## src/rtl/train_section_arbiter.sv

```systemverilog
// train_section_arbiter: round-robin ownership of one single-line track section,
// with a red clearance hold between occupancies, an entry timeout and a latched fault.
module train_section_arbiter #(
  parameter int N_TRAINS       = 4,
  parameter int CLEAR_CYCLES   = 8,
  parameter int TIMEOUT_CYCLES = 255,
  parameter int CNT_W          = 8
) (
  input  logic                i_clk,
  input  logic                i_rst,
  input  logic [N_TRAINS-1:0] i_req,
  input  logic [N_TRAINS-1:0] i_done,
  input  logic                i_sensor_occ,
  input  logic                i_fault_clr,
  output logic [N_TRAINS-1:0] o_grant,
  output logic                o_signal_grn,
  output logic                o_busy,
  output logic                o_fault,
  output logic [2:0]          o_state
);
  localparam int PW = (N_TRAINS > 1) ? $clog2(N_TRAINS) : 1;
  typedef enum logic [2:0] {
    S_IDLE  = 3'd0,
    S_GRANT = 3'd1,
    S_OCC   = 3'd2,
    S_CLEAR = 3'd3,
    S_FAULT = 3'd4
  } state_t;
  state_t              r_state, w_state;
  logic [CNT_W-1:0]    r_cnt, w_cnt;
  logic [N_TRAINS-1:0] r_grant, w_grant;
  logic [PW-1:0]       r_rr, w_rr, w_win, w_idx;
  logic                w_found, w_own_req, w_own_done;
  // search starts just after the last winner so every requester gets a turn
  always_comb begin
    w_win   = r_rr;
    w_idx   = r_rr;
    w_found = 1'b0;
    for (int k = 1; k <= N_TRAINS; k++) begin
      w_idx = PW'((int'(r_rr) + k) % N_TRAINS);
      if (!w_found && i_req[w_idx]) begin
        w_win   = w_idx;
        w_found = 1'b1;
      end
    end
  end
  assign w_own_req  = i_req[r_rr];
  assign w_own_done = i_done[r_rr];
  always_comb begin
    w_state = r_state;
    w_cnt   = r_cnt;
    w_grant = r_grant;
    w_rr    = r_rr;
    case (r_state)
      S_IDLE: begin
        w_cnt = '0;
        if (i_sensor_occ) w_state = S_FAULT;
        else if (w_found) begin
          w_state = S_GRANT;
          w_grant = N_TRAINS'(1) << w_win;
          w_rr    = w_win;
        end
      end
      S_GRANT: begin
        if (i_sensor_occ) begin
          w_state = S_OCC;
          w_cnt   = '0;
        end else if (!w_own_req || r_cnt == CNT_W'(TIMEOUT_CYCLES - 1)) begin
          w_state = S_CLEAR;
          w_cnt   = '0;
          w_grant = '0;
        end else w_cnt = r_cnt + 1'b1;
      end
      S_OCC: begin
        if (w_own_done && !i_sensor_occ) begin
          w_state = S_CLEAR;
          w_cnt   = '0;
          w_grant = '0;
        end
      end
      S_CLEAR: begin
        w_grant = '0;
        if (i_sensor_occ) begin
          w_state = S_FAULT;
          w_cnt   = '0;
        end else if (r_cnt == CNT_W'(CLEAR_CYCLES - 1)) begin
          w_state = S_IDLE;
          w_cnt   = '0;
        end else w_cnt = r_cnt + 1'b1;
      end
      S_FAULT: begin
        w_grant = '0;
        if (i_fault_clr && !i_sensor_occ) begin
          w_state = S_CLEAR;
          w_cnt   = '0;
        end
      end
      default: begin
        w_state = S_IDLE;
        w_cnt   = '0;
        w_grant = '0;
      end
    endcase
  end
  always_ff @(posedge i_clk) begin
    if (i_rst) begin
      r_state <= S_IDLE;
      r_cnt   <= '0;
      r_grant <= '0;
      r_rr    <= PW'(N_TRAINS - 1);
    end else begin
      r_state <= w_state;
      r_cnt   <= w_cnt;
      r_grant <= w_grant;
      r_rr    <= w_rr;
    end
  end
  assign o_grant      = r_grant;
  assign o_state      = r_state;
  assign o_signal_grn = (r_state == S_GRANT);
  assign o_busy       = (r_state != S_IDLE);
  assign o_fault      = (r_state == S_FAULT);
endmodule
```

## config.mk

```make
export PLATFORM = sky130hd
export DESIGN_NAME = train_section_arbiter
export DESIGN_NICKNAME = d
export VERILOG_FILES = /design/src/rtl/train_section_arbiter.sv
export SDC_FILE = /design/constraint.sdc
export NUM_CORES = 1
export LEC_CHECK = 0
export ABC_AREA = 1
export CORE_MARGIN = 10
export CORE_UTILIZATION = 53
export DETAILED_ROUTE_END_ITERATION = 12
export PLACE_DENSITY_LB_ADDON = 0.2
export SLEW_MARGIN = 10
export SYNTH_ARGS = -nofsm -noshare
export SYNTH_HDL_FRONTEND = slang
export SYNTH_SLANG_ARGS = --single-unit
```

## constraint.sdc

```tcl
create_clock -name i_clk -period 1.6 [get_ports i_clk]
set_input_delay 0.48 -clock i_clk [delete_from_list [all_inputs] [get_ports i_clk]]
set_output_delay 0.48 -clock i_clk [all_outputs]
set_load 0.1 [all_outputs]
```

### Yosys cells after proc, flatten, opt, wreduce, memory -nomap -nowiden

Index checks and enable logic that the tools add are counted.

* $add $sub $neg: 5
* multiply operators: 0
* divide/modulo/power cells: 0
* $lt $le $gt $ge: 5
* equal/unequal tests: 15
* shifts and indexed selects: 1
* muxes and demuxes: 42
* bitwise gates (word level): 1
* reduce and logical (&&, ||, !) cells: 17

Operator list (count)
* 8-bit two-way mux: 6
* 8-bit one-hot mux with 4 select lines: 1
* 3-bit two-way mux: 8
* 4-bit two-way mux: 5
* 2-bit by 3-bit < comparator with 1-bit output, second input constant: 5
* 3-bit one-hot mux with 5 select lines: 1
* 1-bit binary-select mux with 2-bit select: 6
* 4-bit one-hot mux with 3 select lines: 1
* 1-bit two-way mux: 10
* 5-bit AND reduction: 2
* 8-bit by 1-bit adder with 8-bit output, second input constant: 1
* 8-bit by 3-bit == test with 1-bit output, second input constant: 1
* 8-bit == test, second input constant: 1
* 2-bit two-way mux: 4
* 2-bit != test, second input constant: 4
* 3-bit by 2-bit == test with 1-bit output, second input constant: 2
* 3-bit != test, second input constant: 2
* 1-bit logical AND: 5
* 1-bit logical NOT: 5
* 2-bit by 1-bit adder with 2-bit output, second input constant: 2
* 2-bit adder, second input constant: 2
* 2-bit by 1-bit != test with 1-bit output, second input constant: 2
* 1-bit by 2-bit << shifter with 4-bit output, first input constant: 1
* 3-bit by 1-bit == test with 1-bit output, second input constant: 1
* other kinds (8): 8

* bits in registers: 17
* latch bits: 0
* memory bits (writable): 0
* memory bits (read-only): 0
* input port bits: 12
* output and inout port bits: 10
* logic and storage cells: 90
* memories kept: 0

### Depth between registers and ports, before layout

Gate-level depths: netlist of run 1.

* word-level depth: 17
* mapped depth: 14
* gate-level depth less buffers: 13

### Worst setup path before layout of run 1

OpenSTA, ideal clock, no wires.

* path type: reg-to-reg
* start: reg r_state[0] (netlist: o_state[0])
* end: reg r_cnt[3]
* library setup time: 0.073 ns
* data arrival time: 3.334 ns
* setup slack: -1.807 ns
* stages on the path, launching flop included: 9
* period minus slack after synthesis: 3.407 ns
* cells stage by stage: dfxtp_1 > nand2_1 > nor2_1 > nand3_1 > nand2_1 > nand2_1 > nand2_1 > nand2_2 > nor3b_2

* elaborated cells between the ends (all ways): 8
* classes of those cells: 6 x eq/ne; 1 x mux; 1 x reduce/logical

RTL lines
* start: declaration: RTL line 29 `state_t r_state, w_state;`
* start signal: assignment: RTL line 112 `r_state <= w_state;`
* 3-bit by 1-bit == test with 1-bit output
* net o_signal_grn: RTL line 16 `output logic o_signal_grn,`
* 8-bit one-hot mux with 4 select lines: RTL line 54 `case (r_state)`
* end signal: assignment: RTL line 113 `r_cnt <= w_cnt;`
* end: declaration: RTL line 30 `logic [CNT_W-1:0] r_cnt, w_cnt;`

The timed path passes the listed nets, and every way through them passes these cells.
A chain may end at the register's enable or synchronous reset.

### Final worst setup path of run 1

* start: reg r_rr[1]
* end: reg r_state[0] (netlist: o_state[0])

* cells in the longest elaborated chain, start to end: 15
* elaborated cells between the ends (all ways): 33
* classes of those cells: 4 x add/sub; 3 x eq/ne; 16 x mux; 10 x reduce/logical

RTL lines
* start: declaration: RTL line 32 `logic [PW-1:0] r_rr, w_rr, w_win, w_idx;`
* start signal: assignment: RTL line 110 `r_rr <= PW'(N_TRAINS - 1);`
* start signal: assignment: RTL line 115 `r_rr <= w_rr;`
* 2-bit by 1-bit adder with 2-bit output: RTL line 40 `w_idx = PW'((int'(r_rr) + k) % N_TRAINS);`
* 1-bit binary-select mux with 2-bit select: RTL line 41 `if (!w_found && i_req[w_idx]) begin`
* 1-bit two-way mux (implied by the code): RTL line 41
* 1-bit two-way mux: RTL line 41
* 1-bit logical NOT: RTL line 41
* 1-bit logical AND: RTL line 41
* 1-bit two-way mux: RTL line 41
* 1-bit logical NOT: RTL line 41
* 1-bit logical AND: RTL line 41
* 1-bit two-way mux: RTL line 41
* 1-bit logical NOT: RTL line 41
* 1-bit logical AND: RTL line 41
* 1-bit two-way mux: RTL line 41
* 3-bit != test (no line)
* 5-bit AND reduction (no line) (*)

Every way passes the cells marked *; elsewhere a longest branch is shown, timed or not. The select of a mux whose other input is x is not followed.

==> impl_metrics.prom, run 1 <==
# TYPE chip_impl_metric gauge
chip_impl_metric{name="dr.pass1.iters",unit=""} 5
chip_impl_metric{name="powerDensity",unit="nW/um^2"} 2100
chip_impl_metric{name="drt.antenna.violating_nets",unit=""} 0
chip_impl_metric{name="cellInternalPower",unit="mW"} 2.13
chip_impl_metric{name="grt_pass1_vias",unit=""} 1573
chip_impl_metric{name="synthesis.area_per_instance",unit="sq um"} 6.74
chip_impl_metric{name="finalWorstSetupSlack",unit="ps"} -122
chip_impl_metric{name="post_route_cells_drive_above_1_share",unit="%"} 58.5
chip_impl_metric{name="synth-seq-area-share",unit="%"} 25.2
chip_impl_metric{name="worst-path-max-fanout",unit=""} 7
chip_impl_metric{name="synthSimpleGateAreaFrac",unit="%"} 52.0
chip_impl_metric{name="clock-skew-final",unit="ps"} 6.57
chip_impl_metric{name="synth_fa_ha_area_share",unit="%"} 1.86
chip_impl_info{name="hold_path_class",value="flop to flop"} 1
chip_impl_metric{name="grt_first_pass_wirelength",unit="mm"} 7.28
chip_impl_metric{name="placement.setup.worst_slack",unit="ps"} -462
chip_impl_info{name="synth_top_family_by_area",value="simple AND/OR/NAND/NOR gates"} 1
chip_impl_metric{name="net_switching_power",unit="mW"} 2.82
chip_impl_metric{name="layout_worst_path_cycle_share",unit="%"} 108
chip_impl_metric{name="dr.first_iter.drc_count",unit=""} 221
chip_impl_metric{name="yosys_warnings",unit=""} 0
chip_impl_info{name="timing.critical_path.mode_cell",value="sky130_fd_sc_hd__nand2_4"} 1
chip_impl_metric{name="synth_nets",unit=""} 214
chip_impl_info{name="clock_tree.root_cell",value="sky130_fd_sc_hd__clkbuf_4"} 1
chip_impl_metric{name="setup_viol",unit=""} 19
chip_impl_metric{name="ys_ff_latch",unit=""} 17
chip_impl_metric{name="timing.final.max_slew_violations",unit=""} 0
chip_impl_metric{name="num_vias",unit=""} 1875
chip_impl_metric{name="globalRouteTotalUtil",unit="%"} 16.9
chip_impl_info{name="worstSetupEndpointType",value="flop"} 1
chip_impl_metric{name="cp.required",unit="ps"} 1820
chip_impl_info{name="run_status",value="finished, violations left"} 1
chip_impl_metric{name="synth_cells",unit=""} 200
chip_impl_metric{name="cts-buffers-inserted",unit=""} 3
chip_impl_metric{name="grt_overflow",unit=""} 0
chip_impl_metric{name="power_switching_share",unit="%"} 57.0
chip_impl_metric{name="design.portCount",unit=""} 22
chip_impl_metric{name="cp.arrival",unit="ps"} 1940
chip_impl_metric{name="mappedNetlistArea",unit="sq um"} 1350
chip_impl_metric{name="hold_fix_buffers_at_cts",unit=""} 0
chip_impl_metric{name="antenna-diode-count",unit=""} 0
chip_impl_metric{name="max-slew-margin-rel",unit="%"} 69.3
chip_impl_metric{name="chipWidth",unit="um"} 70.4
chip_impl_metric{name="hold_violations",unit=""} 0
chip_impl_metric{name="drt_wl_total",unit="mm"} 6.58
chip_impl_metric{name="netlist-cell-type-count",unit=""} 27
chip_impl_metric{name="worstMarginPinSlew",unit="ps"} 457
chip_impl_metric{name="clk_lat_worst_skew",unit="ps"} 290
chip_impl_metric{name="maximum_number_of_pins_on_one_net_before_global_route_repair",unit=""} 11
chip_impl_metric{name="synth-xor-area-share",unit="%"} 0.649
chip_impl_metric{name="avgViaCountPerCell",unit=""} 6.47
chip_impl_metric{name="critical-path-max-stage-delay",unit="ps"} 440
chip_impl_metric{name="hold_slack",unit="ps"} 539
chip_impl_metric{name="clock_tree.buffer_depth",unit=""} 2
chip_impl_metric{name="dp_cells",unit=""} 264
chip_impl_metric{name="leakage_power_summed_over_all_cells",unit="nW"} 1.13
chip_impl_metric{name="initial_core_util",unit="%"} 54.9
chip_impl_metric{name="cts_clock_pin_slew_for_the_worst_setup_and_hold_paths",unit="ps"} 100
chip_impl_metric{name="nets",unit=""} 275
chip_impl_metric{name="clkSinkCount",unit=""} 17
chip_impl_info{name="clock_tree_from_tritoncts",value="done"} 1
chip_impl_metric{name="synthMuxAreaShare",unit="%"} 0
chip_impl_metric{name="maximum_capacitance_violations",unit=""} 0
chip_impl_metric{name="route.detailed.wl_per_inst",unit="um"} 22.7
chip_impl_info{name="unrepaired_setup_endpoints_after_global_routing",value="true"} 1
chip_impl_info{name="violations",value="setup timing"} 1
chip_impl_info{name="critical_path.cell_chain",value="inv_4 -> nand2_2 -> nand2_4 -> nand2_4 -> nand2_4 -> nor2_8 -> nand4_1 -> nand4_1 -> nand2_1 -> nor2_1"} 1
chip_impl_metric{name="fillers",unit=""} 54
chip_impl_metric{name="post-route-min-period",unit="ps"} 1720
chip_impl_metric{name="port_buffers",unit=""} 21
chip_impl_metric{name="gpl.final_weighted_congestion",unit=""} 0.877
chip_impl_info{name="critPathLaunchType",value="flop"} 1
chip_impl_metric{name="flow.area_growth_from_synthesis",unit="%"} 74.9
chip_impl_metric{name="portion_of_total_power_attributed_to_combinational_logic",unit="%"} 81.0
chip_impl_metric{name="detailedPlacementHpwl",unit="mm"} 2.88
chip_impl_info{name="crit_path_top_delay_cell",value="sky130_fd_sc_hd__dfxtp_4"} 1
chip_impl_metric{name="p_total",unit="mW"} 4.95
chip_impl_metric{name="sequentialPowerShare",unit="%"} 14.4
chip_impl_metric{name="core_region_area",unit="sq um"} 2450
chip_impl_metric{name="fin_setup_tns",unit="ps"} -1330
chip_impl_metric{name="synth_compound_gate_area_share",unit="%"} 9.74
chip_impl_metric{name="share_clk_of_total_power",unit="%"} 4.6
chip_impl_metric{name="layoutNonFillerInstCount",unit=""} 290
chip_impl_metric{name="htree_num_levels",unit=""} 1
chip_impl_metric{name="max_clk_rate",unit="MHz"} 581
chip_impl_metric{name="max-vdd-ir-drop",unit="uV"} 1960
chip_impl_metric{name="std_cell_rows",unit=""} 18
chip_impl_metric{name="initial_antenna_violation_count",unit=""} 0
chip_impl_metric{name="drt_drc_violations_left",unit=""} 0
chip_impl_metric{name="die_area",unit="sq um"} 4960
chip_impl_info{name="critPathKind",value="flop to flop"} 1
chip_impl_metric{name="die_height",unit="um"} 70.4
## cell families (layout without fill, tap and decap cells)
| kind of cell | Yosys count | count (layout) |
|---|---|---|
| simple gates | 128 | 128 |
| compound gates | 21 | 22 |
| buf+inv | 31 | 90 |
| fa+ha+maj | 2 | 2 |
| flops | 17 | 17 |
| xor+xnor | 1 | 1 |
## through the flow
step / instance area, sq um / utilization (%)
final: 2360 / 96.1
after global routing: 2360 / 96.1
after CTS: 2020 / 82.4
after detailed placement: 1830 / 74.5
after global placement: 1830 / 74.5
after floorplan: 1390 / -
## synthesized netlist by cell type
cell type / number / share of area [%]
sky130_fd_sc_hd__nand2_2: 18 / 8.3
sky130_fd_sc_hd__a21oi_2: 2 / 1.3
sky130_fd_sc_hd__nand2_4: 7 / 5.8
sky130_fd_sc_hd__a21oi_1: 9 / 3.3
sky130_fd_sc_hd__nand4_1: 6 / 2.8
sky130_fd_sc_hd__nand2_1: 49 / 14
sky130_fd_sc_hd__a21oi_4: 1 / 1.2
sky130_fd_sc_hd__nor2_8: 1 / 1.5
sky130_fd_sc_hd__dfxtp_1: 17 / 25
sky130_fd_sc_hd__inv_4: 1 / 0.46
sky130_fd_sc_hd__a31oi_1: 1 / 0.46
sky130_fd_sc_hd__inv_1: 24 / 6.7
sky130_fd_sc_hd__nor2_4: 1 / 0.83
sky130_fd_sc_hd__ha_1: 2 / 1.9
sky130_fd_sc_hd__nor3_1: 3 / 1.1
sky130_fd_sc_hd__nor3b_2: 2 / 1.9
sky130_fd_sc_hd__nor3_2: 1 / 0.74
sky130_fd_sc_hd__o21ai_0: 6 / 2.2
sky130_fd_sc_hd__o21ai_2: 1 / 0.65
sky130_fd_sc_hd__xor2_1: 1 / 0.65
sky130_fd_sc_hd__a22oi_1: 1 / 0.56
sky130_fd_sc_hd__inv_2: 3 / 0.83
sky130_fd_sc_hd__or2_2: 3 / 1.4
sky130_fd_sc_hd__buf_6: 3 / 2.5
sky130_fd_sc_hd__nand3_2: 5 / 3.7
sky130_fd_sc_hd__nand3_1: 15 / 5.6
sky130_fd_sc_hd__nor2_1: 17 / 4.7
## sequential cells by signal, indices dropped and copies added (netlist names)
name / count
r_cnt: 8
r_rr: 2
o_grant: 4
o_state: 3
## worst max-delay path, delay by kind of cell (launching register included)
kind / cells / cell delay, ps
buffers and inverters: 1 / 90
flip-flops: 1 / 440
AND/OR/NAND/NOR: 9 / 1120
## layout by cell type, fill, tap and decap left out, drive strengths merged, types with 2 or more instances in the layout
cell type      count
nand2             74
buf               47
inv               27
nand3             20
nor2              19
dfxtp             17
a21oi             13
o21ai              7
nand4              6
dlymetal6s2s       5
nor3               4
clkbuf             3
dlygate4sd2        3
or2                3
nor3b              2
ha                 2
clkdlybuf4s50      2
## timing repair
item | 4_1_cts | 5_1_grt
setup endpoints to repair | 16 | 18
gates cloned | 1 | 0
endpoints found under the hold margin | 0 | 0
pin swaps | 13 | 26
gates resized for setup | 31 | 72
setup buffers | 10 | 11
## routing by layer
layer	GRT usage (%)	wire (um)	vias to the layer above
met1	19.6	2350	878
met3	3.25	731	52
met5	0	0	-
met2	29.7	3100	180
li1	-	-	765
met4	5.26	390	0
## power groups by stage
stage          clock [mW]  sequential [mW]  combinational [mW]
6_report            0.227            0.713                4.01
2_1_floorplan           0            0.995                1.73
3_3_place_gp            0            0.675                2.77
3_5_place_dp            0            0.682                2.85
4_1_cts             0.232            0.661                3.20
5_1_grt             0.237            0.715                4.14
## final timing paths
kind	end	cells past startpoint	slack [ps]	from
hold reg to reg	o_grant[2]	2	540	o_grant[2]
setup reg to reg	o_state[0]	10	-120	r_rr[1]
setup / recovery	o_state[0]	10	-120	r_rr[1]
hold / removal	o_grant[2]	2	540	o_grant[2]
## area by class of cell
class                      instances  area [sq um]  share of cell area, %
clock buffer                       3          22.5                  0.955
inverter                          28           124                   5.25
clock inverter                     1          5.00                  0.212
timing repair buffer              58           646                   27.4
sequential                        17           362                   15.3
multi-input combinational        153          1160                   49.3
tap                               30          37.5                   1.59
(Power assumes the default switching activity.)
==> run 2, diff against run 1 <==
CORE_MARGIN = 2   (was 10)
==> impl_metrics.prom, run 2 (synthesis results as in run 1) <==
# TYPE chip_impl_metric gauge
chip_impl_metric{name="largest_reg_flops",unit=""} 8
chip_impl_metric{name="placed_cell_area",unit="sq um"} 1830
chip_impl_metric{name="cp.arrival",unit="ps"} 2080
chip_impl_info{name="critPathKind",value="flop to flop"} 1
chip_impl_metric{name="cts-buffers-inserted",unit=""} 3
chip_impl_metric{name="initial_antenna_violation_count",unit=""} 0
chip_impl_info{name="final_common_cell",value="sky130_fd_sc_hd__nand2_1"} 1
chip_impl_info{name="clock_tree.root_cell",value="sky130_fd_sc_hd__clkbuf_4"} 1
chip_impl_metric{name="fin_setup_tns",unit="ps"} -588
chip_impl_metric{name="initial_core_util",unit="%"} 54.9
chip_impl_metric{name="layout_worst_path_cycle_share",unit="%"} 116
chip_impl_metric{name="critPathBufInv",unit=""} 0
chip_impl_metric{name="gpl.final_weighted_congestion",unit=""} 0.833
chip_impl_metric{name="hold_violations",unit=""} 0
chip_impl_info{name="critical_path.cell_chain",value="ha_1 -> nand2_1 -> nor3_1 -> nand4_1 -> nand2_1 -> nand2_2 -> nand2_4 -> nand3_1 -> nand2_1 -> nand2_1 -> nor2_1"} 1
chip_impl_metric{name="clk_lat_worst_skew",unit="ps"} 300
chip_impl_metric{name="powerDensity",unit="nW/um^2"} 2080
chip_impl_metric{name="maximum_number_of_pins_on_one_net_before_global_route_repair",unit=""} 10
chip_impl_metric{name="maximum_capacitance_violations",unit=""} 0
chip_impl_metric{name="power_switching_share",unit="%"} 56.4
chip_impl_metric{name="num_vias",unit=""} 1711
chip_impl_info{name="hold-path-endpoint",value="o_grant[2]"} 1
chip_impl_metric{name="antenna-diode-count",unit=""} 0
chip_impl_metric{name="drt.antenna.violating_nets",unit=""} 0
chip_impl_metric{name="chipWidth",unit="um"} 54.4
chip_impl_metric{name="post-route-min-period",unit="ps"} 1860
chip_impl_info{name="run_status",value="finished, violations left"} 1
chip_impl_metric{name="grt_overflow",unit=""} 0
chip_impl_metric{name="worst-path-max-fanout",unit=""} 5
chip_impl_metric{name="clock_tree.buffer_depth",unit=""} 2
chip_impl_metric{name="clock-skew-final",unit="ps"} 7.39
chip_impl_metric{name="post_route_cells_drive_above_1_share",unit="%"} 51.4
chip_impl_info{name="crit_path_top_delay_cell",value="sky130_fd_sc_hd__dfxtp_2"} 1
chip_impl_metric{name="finished_cell_area",unit="sq um"} 2190
chip_impl_info{name="violations",value="setup timing"} 1
chip_impl_metric{name="hold-path-cell-count",unit=""} 2
chip_impl_metric{name="net_switching_power",unit="mW"} 2.57
chip_impl_metric{name="multiInputGateArea",unit="sq um"} 1070
chip_impl_metric{name="grt_pass1_vias",unit=""} 1374
chip_impl_metric{name="port_buffers",unit=""} 21
chip_impl_metric{name="sequentialPowerShare",unit="%"} 15.3
chip_impl_info{name="worstSetupEndpointType",value="flop"} 1
chip_impl_metric{name="drt_drc_violations_left",unit=""} 0
chip_impl_metric{name="max-slew-margin-rel",unit="%"} 71.6
chip_impl_info{name="max_flop_register",value="r_cnt"} 1
chip_impl_metric{name="portion_of_total_power_attributed_to_combinational_logic",unit="%"} 79.5
chip_impl_info{name="top_library_cells_by_usage_in_the_layout_fill_and_taps_aside",value="34 x sky130_fd_sc_hd__nand2_1, 28 x sky130_fd_sc_hd__buf_4, 21 x sky130_fd_sc_hd__nand2_4"} 1
chip_impl_metric{name="cp.required",unit="ps"} 1820
chip_impl_info{name="unrepaired_setup_endpoints_after_global_routing",value="true"} 1
chip_impl_metric{name="design.portCount",unit=""} 22
chip_impl_metric{name="grt_first_pass_wirelength",unit="mm"} 5.70
chip_impl_metric{name="avgViaCountPerCell",unit=""} 6.00
chip_impl_info{name="critPathLaunchType",value="flop"} 1
chip_impl_metric{name="r2r_setup_slack",unit="ps"} -260
chip_impl_metric{name="drt_wl_total",unit="mm"} 5.29
chip_impl_info{name="clock_tree_from_tritoncts",value="done"} 1
chip_impl_metric{name="hold_fix_buffers_at_cts",unit=""} 0
chip_impl_info{name="cpLargestDelayFamily",value="simple AND/OR/NAND/NOR gates"} 1
chip_impl_metric{name="timing.final.max_slew_violations",unit=""} 0
chip_impl_metric{name="max-vdd-ir-drop",unit="uV"} 1880
chip_impl_metric{name="nets",unit=""} 270
chip_impl_metric{name="placement.setup.worst_slack",unit="ps"} -462
chip_impl_info{name="reg2reg_to",value="o_state[1]"} 1
chip_impl_metric{name="htree_num_levels",unit=""} 1
chip_impl_metric{name="post-route-util",unit="%"} 89.1
chip_impl_metric{name="dr.first_iter.drc_count",unit=""} 117
chip_impl_metric{name="critical-path-max-stage-delay",unit="ps"} 360
chip_impl_metric{name="hold_slack",unit="ps"} 515
chip_impl_metric{name="die_height",unit="um"} 54.4
chip_impl_metric{name="globalRouteTotalUtil",unit="%"} 26.7
chip_impl_metric{name="core_region_area",unit="sq um"} 2450
chip_impl_metric{name="flow.area_growth_from_synthesis",unit="%"} 62.2
chip_impl_metric{name="cellInternalPower",unit="mW"} 1.99
chip_impl_metric{name="std_cell_rows",unit=""} 18
chip_impl_metric{name="max_clk_rate",unit="MHz"} 537
chip_impl_metric{name="leakage_power_summed_over_all_cells",unit="nW"} 1.06
chip_impl_metric{name="dr.pass1.iters",unit=""} 5
chip_impl_metric{name="route.detailed.wl_per_inst",unit="um"} 18.5
chip_impl_metric{name="share_clk_of_total_power",unit="%"} 5.2
chip_impl_metric{name="die_area",unit="sq um"} 2960
chip_impl_metric{name="depth_of_the_worst_register_to_register_path",unit=""} 11
chip_impl_info{name="timing.critical_path.mode_cell",value="sky130_fd_sc_hd__nand2_1"} 1
chip_impl_info{name="r2r-start",value="r_cnt[0]"} 1
chip_impl_metric{name="detailedPlacementHpwl",unit="mm"} 2.55
chip_impl_metric{name="finalWorstSetupSlack",unit="ps"} -262
chip_impl_info{name="hp-start",value="o_grant[2]"} 1
chip_impl_metric{name="cts_clock_pin_slew_for_the_worst_setup_and_hold_paths",unit="ps"} 100
chip_impl_metric{name="clkSinkCount",unit=""} 17
chip_impl_metric{name="fillers",unit=""} 102
chip_impl_metric{name="setup_viol",unit=""} 10
chip_impl_info{name="hold_path_class",value="flop to flop"} 1
chip_impl_metric{name="worstMarginPinSlew",unit="ps"} 423
chip_impl_metric{name="seq_area",unit="sq um"} 362
==> run 2: routing by layer <==
| metal | vias up | global-route usage [%] | share of wire (%) |
|---|---|---|---|
| met2 | 129 | 46.4 | 46 |
| met5 | - | 0 | 0 |
| met4 | 0 | 12.5 | 6.1 |
| met1 | 784 | 31.7 | 37 |
| met3 | 43 | 4.37 | 11 |
| li1 | 755 | - | - |
==> run 2: power groups by stage <==
stage / clock network [mW] / registers [mW] / logic, mW
final: 0.237 / 0.699 / 3.62
after global routing: 0.250 / 0.705 / 3.77
after CTS: 0.238 / 0.665 / 3.05
after detailed placement: 0 / 0.688 / 2.83
after global placement: 0 / 0.678 / 2.76
after floorplan: 0 / 0.995 / 1.73
==> run 2: stage by stage <==
stage	power, mW	std cells
after floorplan	2.73	200
after global placement	3.44	264
after detailed placement	3.52	264
after CTS	3.95	275
after global routing	4.73	285
final	4.56	285
==> run 2: final cells by class <==
class	count	share of cell area, %
inverter	28	5.43
clock buffer	4	1.20
tap	30	1.72
timing repair buffer	53	26.4
sequential	17	16.5
multi-input combinational	153	48.8
==> run 2: how the worst max path moves through the flow <==
stage               slack [ps]  startpoint         end  cells after the start
CTS                        -60  o_state[1]     o_fault                      5
finish                    -260    r_cnt[0]  o_state[1]                     11
global route              -470    r_cnt[0]  o_state[1]                     11
global placement          -370    i_req[2]    r_cnt[4]                     11
detailed placement        -460    i_req[2]    r_cnt[3]                     11
floorplan                 -400  o_state[0]  o_state[1]                     10
==> run 2: worst register-to-register path, cell delays in order (launching register included) <==
cell and delay, ps:
sky130_fd_sc_hd__dfxtp_2 360, sky130_fd_sc_hd__ha_1 180, sky130_fd_sc_hd__nand2_1 90, sky130_fd_sc_hd__nor3_1 260
sky130_fd_sc_hd__nand4_1 130, sky130_fd_sc_hd__nand2_1 90, sky130_fd_sc_hd__nand2_2 70, sky130_fd_sc_hd__nand2_4 90
sky130_fd_sc_hd__nand3_1 100, sky130_fd_sc_hd__nand2_1 110, sky130_fd_sc_hd__nand2_1 110, sky130_fd_sc_hd__nor2_1 190
==> run 2: timing repair <==
| action | CTS | global route |
|---|---|---|
| gates resized for setup | 24 | 44 |
| setup buffers | 6 | 10 |
| pin swaps | 15 | 23 |
| endpoints found under the hold margin | 0 | 0 |
| cloned | 1 | 0 |
| endpoints found under the setup margin | 18 | 18 |
==> run 3, diff against run 2 <==
CORE_ASPECT_RATIO = 1.4   (was unset)
CORE_UTILIZATION = 30   (was 53)
HOLD_SLACK_MARGIN = 0.15   (was unset)
==> impl_metrics.prom, run 3 (synthesis results as in run 1) <==
# TYPE chip_impl_metric gauge
chip_impl_metric{name="worstMarginPinSlew",unit="ps"} 314
chip_impl_info{name="reg2reg_to",value="o_state[1]"} 1
chip_impl_info{name="hp-start",value="r_cnt[0]"} 1
chip_impl_info{name="hold_path_class",value="flop to flop"} 1
chip_impl_metric{name="post-route-min-period",unit="ps"} 1590
chip_impl_metric{name="htree_num_levels",unit=""} 1
chip_impl_metric{name="multiInputGateArea",unit="sq um"} 972
chip_impl_info{name="hold-path-endpoint",value="r_cnt[0]"} 1
chip_impl_metric{name="depth_of_the_worst_register_to_register_path",unit=""} 11
chip_impl_metric{name="gpl.final_weighted_congestion",unit=""} 0.877
chip_impl_info{name="critPathLaunchType",value="flop"} 1
chip_impl_metric{name="setup_viol",unit=""} 0
chip_impl_metric{name="chipWidth",unit="um"} 60.7
chip_impl_metric{name="die_height",unit="um"} 83.3
chip_impl_metric{name="cts-buffers-inserted",unit=""} 3
chip_impl_metric{name="post_route_cells_drive_above_1_share",unit="%"} 46.8
chip_impl_metric{name="std_cell_rows",unit=""} 28
chip_impl_metric{name="leakage_power_summed_over_all_cells",unit="nW"} 1.00
chip_impl_info{name="max_flop_register",value="r_cnt"} 1
chip_impl_info{name="clock_tree.root_cell",value="sky130_fd_sc_hd__clkbuf_8"} 1
chip_impl_metric{name="maximum_number_of_pins_on_one_net_before_global_route_repair",unit=""} 11
chip_impl_metric{name="hold-path-cell-count",unit=""} 2
chip_impl_info{name="unrepaired_setup_endpoints_after_global_routing",value="true"} 1
chip_impl_info{name="top_library_cells_by_usage_in_the_layout_fill_and_taps_aside",value="38 x sky130_fd_sc_hd__nand2_1, 21 x sky130_fd_sc_hd__nand2_2, 21 x sky130_fd_sc_hd__buf_4"} 1
chip_impl_metric{name="largest_reg_flops",unit=""} 8
chip_impl_metric{name="hold_fix_buffers_at_cts",unit=""} 0
chip_impl_metric{name="worst-path-max-fanout",unit=""} 2
chip_impl_metric{name="placed_cell_area",unit="sq um"} 1890
chip_impl_metric{name="seq_area",unit="sq um"} 360
chip_impl_metric{name="dr.first_iter.drc_count",unit=""} 30
chip_impl_metric{name="die_area",unit="sq um"} 5060
chip_impl_metric{name="fillers",unit=""} 449
chip_impl_info{name="run_status",value="finished, final reports clean"} 1
chip_impl_metric{name="max_clk_rate",unit="MHz"} 630
chip_impl_metric{name="num_vias",unit=""} 1380
chip_impl_metric{name="layout_worst_path_cycle_share",unit="%"} 99.2
chip_impl_info{name="r2r-start",value="r_rr[0]"} 1
chip_impl_metric{name="powerDensity",unit="nW/um^2"} 2000
chip_impl_metric{name="core_region_area",unit="sq um"} 4270
chip_impl_metric{name="flow.area_growth_from_synthesis",unit="%"} 56.1
chip_impl_metric{name="antenna-diode-count",unit=""} 0
chip_impl_metric{name="globalRouteTotalUtil",unit="%"} 13.9
chip_impl_metric{name="max-vdd-ir-drop",unit="uV"} 709
chip_impl_metric{name="p_total",unit="mW"} 4.21
chip_impl_info{name="final_common_cell",value="sky130_fd_sc_hd__nand2_1"} 1
chip_impl_metric{name="nets",unit=""} 265
chip_impl_metric{name="dr.pass1.iters",unit=""} 4
chip_impl_metric{name="initial_antenna_violation_count",unit=""} 0
chip_impl_metric{name="port_buffers",unit=""} 21
chip_impl_metric{name="clkSinkCount",unit=""} 17
chip_impl_info{name="critPathKind",value="flop to output port"} 1
chip_impl_metric{name="design.portCount",unit=""} 22
chip_impl_metric{name="finished_cell_area",unit="sq um"} 2110
chip_impl_metric{name="r2r_setup_slack",unit="ps"} 60
chip_impl_metric{name="timing.final.max_slew_violations",unit=""} 0
chip_impl_metric{name="cp.required",unit="ps"} 1120
chip_impl_metric{name="grt_pass1_vias",unit=""} 1363
chip_impl_metric{name="drt_drc_violations_left",unit=""} 0
chip_impl_metric{name="maximum_capacitance_violations",unit=""} 0
chip_impl_metric{name="clock-skew-final",unit="ps"} 1.33
chip_impl_metric{name="max-slew-margin-rel",unit="%"} 78.9
chip_impl_metric{name="grt_first_pass_wirelength",unit="mm"} 5.57
chip_impl_info{name="worstSetupEndpointType",value="output port"} 1
chip_impl_metric{name="drt_wl_total",unit="mm"} 3.36
chip_impl_metric{name="avgViaCountPerCell",unit=""} 4.45
chip_impl_metric{name="clk_lat_worst_skew",unit="ps"} 250
chip_impl_metric{name="initial_core_util",unit="%"} 31.6
chip_impl_metric{name="drt.antenna.violating_nets",unit=""} 0
chip_impl_metric{name="hold_violations",unit=""} 0
chip_impl_metric{name="detailedPlacementHpwl",unit="mm"} 2.64
chip_impl_metric{name="clock_tree.buffer_depth",unit=""} 2
chip_impl_metric{name="cp.arrival",unit="ps"} 1110
chip_impl_metric{name="grt_overflow",unit=""} 0
chip_impl_metric{name="route.detailed.wl_per_inst",unit="um"} 10.8
chip_impl_metric{name="cts_clock_pin_slew_for_the_worst_setup_and_hold_paths",unit="ps"} 70
chip_impl_info{name="clock_tree_from_tritoncts",value="done"} 1
[run 3: cell count changes in the layout (fill, tap and decap cells not counted), sizes merged]
cell	previous run	this run
dlygate4sd2	4	9
buf	42	38
clkdlybuf4s50	2	1
clkbuf	4	3
clkinv	0	1
dlymetal6s2s	5	1
a21oi	13	12
[run 3: metal layers]
metal | GRT usage, % | up-vias | part of all wire [%]
met5 | 0 | - | 0
met4 | 5.34 | 0 | 1.8
met3 | 2.02 | 7 | 3.1
met2 | 25.3 | 23 | 54
met1 | 15.3 | 615 | 41
li1 | - | 735 | -
[run 3: layout make-up]
type / count / share of cell area (%)
inverter: 28 / 5.41
timing repair buffer: 49 / 25.5
tap: 60 / 3.57
multi-input combinational: 152 / 46.2
clock inverter: 1 / 0.238
clock buffer: 3 / 1.96
sequential: 17 / 17.1
[run 3: worst max-delay path by stage]
stage            endpoint        from  depth (start not counted)
2_1_floorplan  o_state[1]  o_state[0]                         10
3_3_place_gp     r_cnt[3]    i_req[2]                         11
3_5_place_dp     r_cnt[4]    i_req[2]                         11
4_1_cts           o_fault  o_state[1]                          5
5_1_grt           o_fault  o_state[1]                          5
6_report          o_fault  o_state[1]                          5
[run 3: power breakdown]
group / total [mW] / internal [mW] / switching (mW)
clock network: 0.330 / 0.173 / 0.157
registers: 0.665 / 0.539 / 0.125
logic: 3.22 / 1.28 / 1.94
total: 4.21 / 1.99 / 2.22
[run 3: worst max-delay path: stages, from the launching register on]
cell and delay [ps]:
sky130_fd_sc_hd__dfxtp_4 350, sky130_fd_sc_hd__nor2_4 110, sky130_fd_sc_hd__nand2_2 60, sky130_fd_sc_hd__clkinvlp_4 70, sky130_fd_sc_hd__buf_6 100, sky130_fd_sc_hd__buf_12 160
[run 3: through the flow]
| stage | setup TNS [ps] | utilization [%] | instances | setup slack (ps) | hold slack [ps] |
|---|---|---|---|---|---|
| after floorplan | -5140 | - | 200 | -395 | 468 |
| after global placement | -5840 | 44.2 | 297 | -447 | 491 |
| after detailed placement | -5950 | 44.2 | 297 | -459 | 497 |
| after CTS | 0 | 47.2 | 307 | 3.76 | 508 |
| after global routing | -135 | 49.3 | 310 | -34.4 | 520 |
| final | 0 | 49.3 | 310 | 12.0 | 486 |
[run 3: repair_timing]
item                                    in CTS  in global routing
endpoints found under the setup margin      17                 17
gates resized for setup                     30                 21
pin swaps                                   19                 18
setup buffers                                6                  2
gates cloned                                 0                  1
==> RTL change (config.mk and constraints of run 1) <==
`CNT_W`: 8 -> 7.
--- a/src/rtl/train_section_arbiter.sv
+++ b/src/rtl/train_section_arbiter.sv
@@ -4,7 +4,7 @@
   parameter int N_TRAINS       = 4,
   parameter int CLEAR_CYCLES   = 8,
   parameter int TIMEOUT_CYCLES = 255,
-  parameter int CNT_W          = 8
+  parameter int CNT_W          = 7
 ) (
   input  logic                i_clk,
   input  logic                i_rst,
Formal check against the unedited RTL: no difference found for any inputs over 4 cycles, from zero or initial values and one cycle with i_rst high; that may be too few to reach the edited logic, so the function may still have changed.
==> RTL change against run 1 <==
- the flow still finishes with violations (setup timing)
- combinational power is 19% lower
- worst setup slack better by 0.054 ns
- die area is 0.13% lower
- sequential share of layout area is 1.5 points higher
- total power is 16% lower
- routed wire length is 39% lower
- first-iteration DRC count is 56% lower
- critical path depth is 6 lower
- design area is 13% lower
- area after synthesis is 0.19% lower
- count of clock-buffer cells in the layout is 1 higher
- sequential cell count is 1 lower
- register-to-register slack better by 0.15 ns
- clock power is 21% higher
- largest cell class unchanged
- highest routed layer unchanged
==> RTL change: results (changes against run 1) <==
* Largest stage delay, worst path at 0.38 ns (-0.06 ns)
* Layout Area Growth over Synthesis at 52.0%
* Via density at 5.46 (-15%)
* Placed cell area at 0.00181 sq mm (-1.1%)
* Layout cells sized above 1 at 0.452 (-0.132)
* ClkCell Share at 0.0177 (+0.00607)
* Comb pwr at 3.24 mW (-19%)
* Status: complete, but fails checks
* Largest net degree at the start of global routing at 14 (+3)
* Netlist cell types at 29 (+7.4%)
* Worst slew pin tran at 0.282 ns (-0.174 ns)
* Sequential standard cell area at 344 sq um (-4.8%)
* Post-Synth Adder-Cell Area at 0.0186 (+0.0000345)
* 1st-iter DRT viols at 97 (-56%)
* First-pass GRT wire length at 6.13 mm (-16%)
* Final wirelength at 4.02 mm (-39%)
* Sequential area share after synthesis at 0.238 (-0.0144)
* Final Setup Violations at 2 (-17)
* Sequential power at 637 uW (-11%)
* Post-CTS Setup Bufs at 5 (-5)
* Syn Nets at 223 (+4.2%)
* Clk_skew at 0.00673 ns (+0.000162 ns)
* # fillers at 143 (+160%)
* Initial antenna violation count at 0 (unchanged)
* Nets at 267 (-2.9%)
* Synth Area in Compound Gates at 0.139 (+0.0420)
* Multi-input gates at 160 (+4.6%)
* Crit path arrival time at 1.19 ns (-0.75 ns)
* TNS Setup at -0.115 ns (+1.21 ns)
* Combinational share of power at 0.780 (-0.030)
* Invs w/o clock at 29 (+3.6%)
* Largest register FFs at 7 (-1)
* Largest family of logic cells by synthesized area: simple AND/OR/NAND/NOR gates
* Top post-synthesis cells by area: dfxtp_1, nand2_1, nand2_2, nand3_1, inv_1
* Post-CTS sizing at 8 (-74%)
* CP Max Fanout at 3 (-4)
* Area of the multi-input gates at 0.00100 sq mm (-14%)
* Int Pwr at 1.83 mW (-14%)
* Ys async rst share at 0 (unchanged)
* Dpl hpwl at 2.75 mm (-4.5%)
* Fraction of area in non-clock buffers at 0.240 (-0.0334)
* Pleak at 0.952 nW (-16%)
* Family with the most delay on the worst path: flip-flops
* Post-Synth XOR/XNOR Area at 0 (-0.00649)
* Vias at 1541 (-18%)
* Clkbuf count at 4 (+1)
* Post-synth top cells: nand2_1, inv_1, nand3_1
* Plain + repair buffers at 43 (-26%)
* Setup slack after layout at -0.0681 ns (+0.0539 ns)
* Pre-antenna DRT Iters at 4 (-1)
* GPL Wtd Cong at 0.844 (-3.8%)
* Synthesized flop and latch total at 16 (-1)
* Dpl ws at -0.421 ns (+0.0415 ns)
* Failing checks: setup timing
* Peak supply drop at 1.91 mV (-2.6%)
* Tot GR Track Use at 0.143 (-0.0259)
* Mean post-synth cell area at 6.44 sq um (-4.5%)
RTL change: changes by cell type after synthesis, moves of 3 or more:
cell | run 1 | this run
nand2_1 | 49 | 60
nand3_1 | 15 | 19
a211oi_1 | 0 | 3
a21oi_2 | 2 | 5
nand4_1 | 6 | 3
nor2_1 | 17 | 14
or2_2 | 3 | 0
RTL change: path summary, 6_finish.rpt:
check,startpoint,slack [ns],endpoint,cells after the start
worst max-delay path,o_state[1],-0.07,o_fault,4
worst min-delay path,r_cnt[3],0.51,r_cnt[3],2
worst max register to register,r_cnt[0],0.03,r_cnt[1],10
worst min register to register,r_cnt[3],0.51,r_cnt[3],2
RTL change: routing by layer:
metal / routed length, um / vias to the layer above / GRT usage / share of wire
met3: 176 / 18 / 0.0452 / 0.044
met4: 131 / 0 / 0.0680 / 0.033
met2: 2150 / 46 / 0.266 / 0.54
met1: 1560 / 716 / 0.136 / 0.39
met5: 0 / - / 0 / 0
li1: - / 761 / - / -
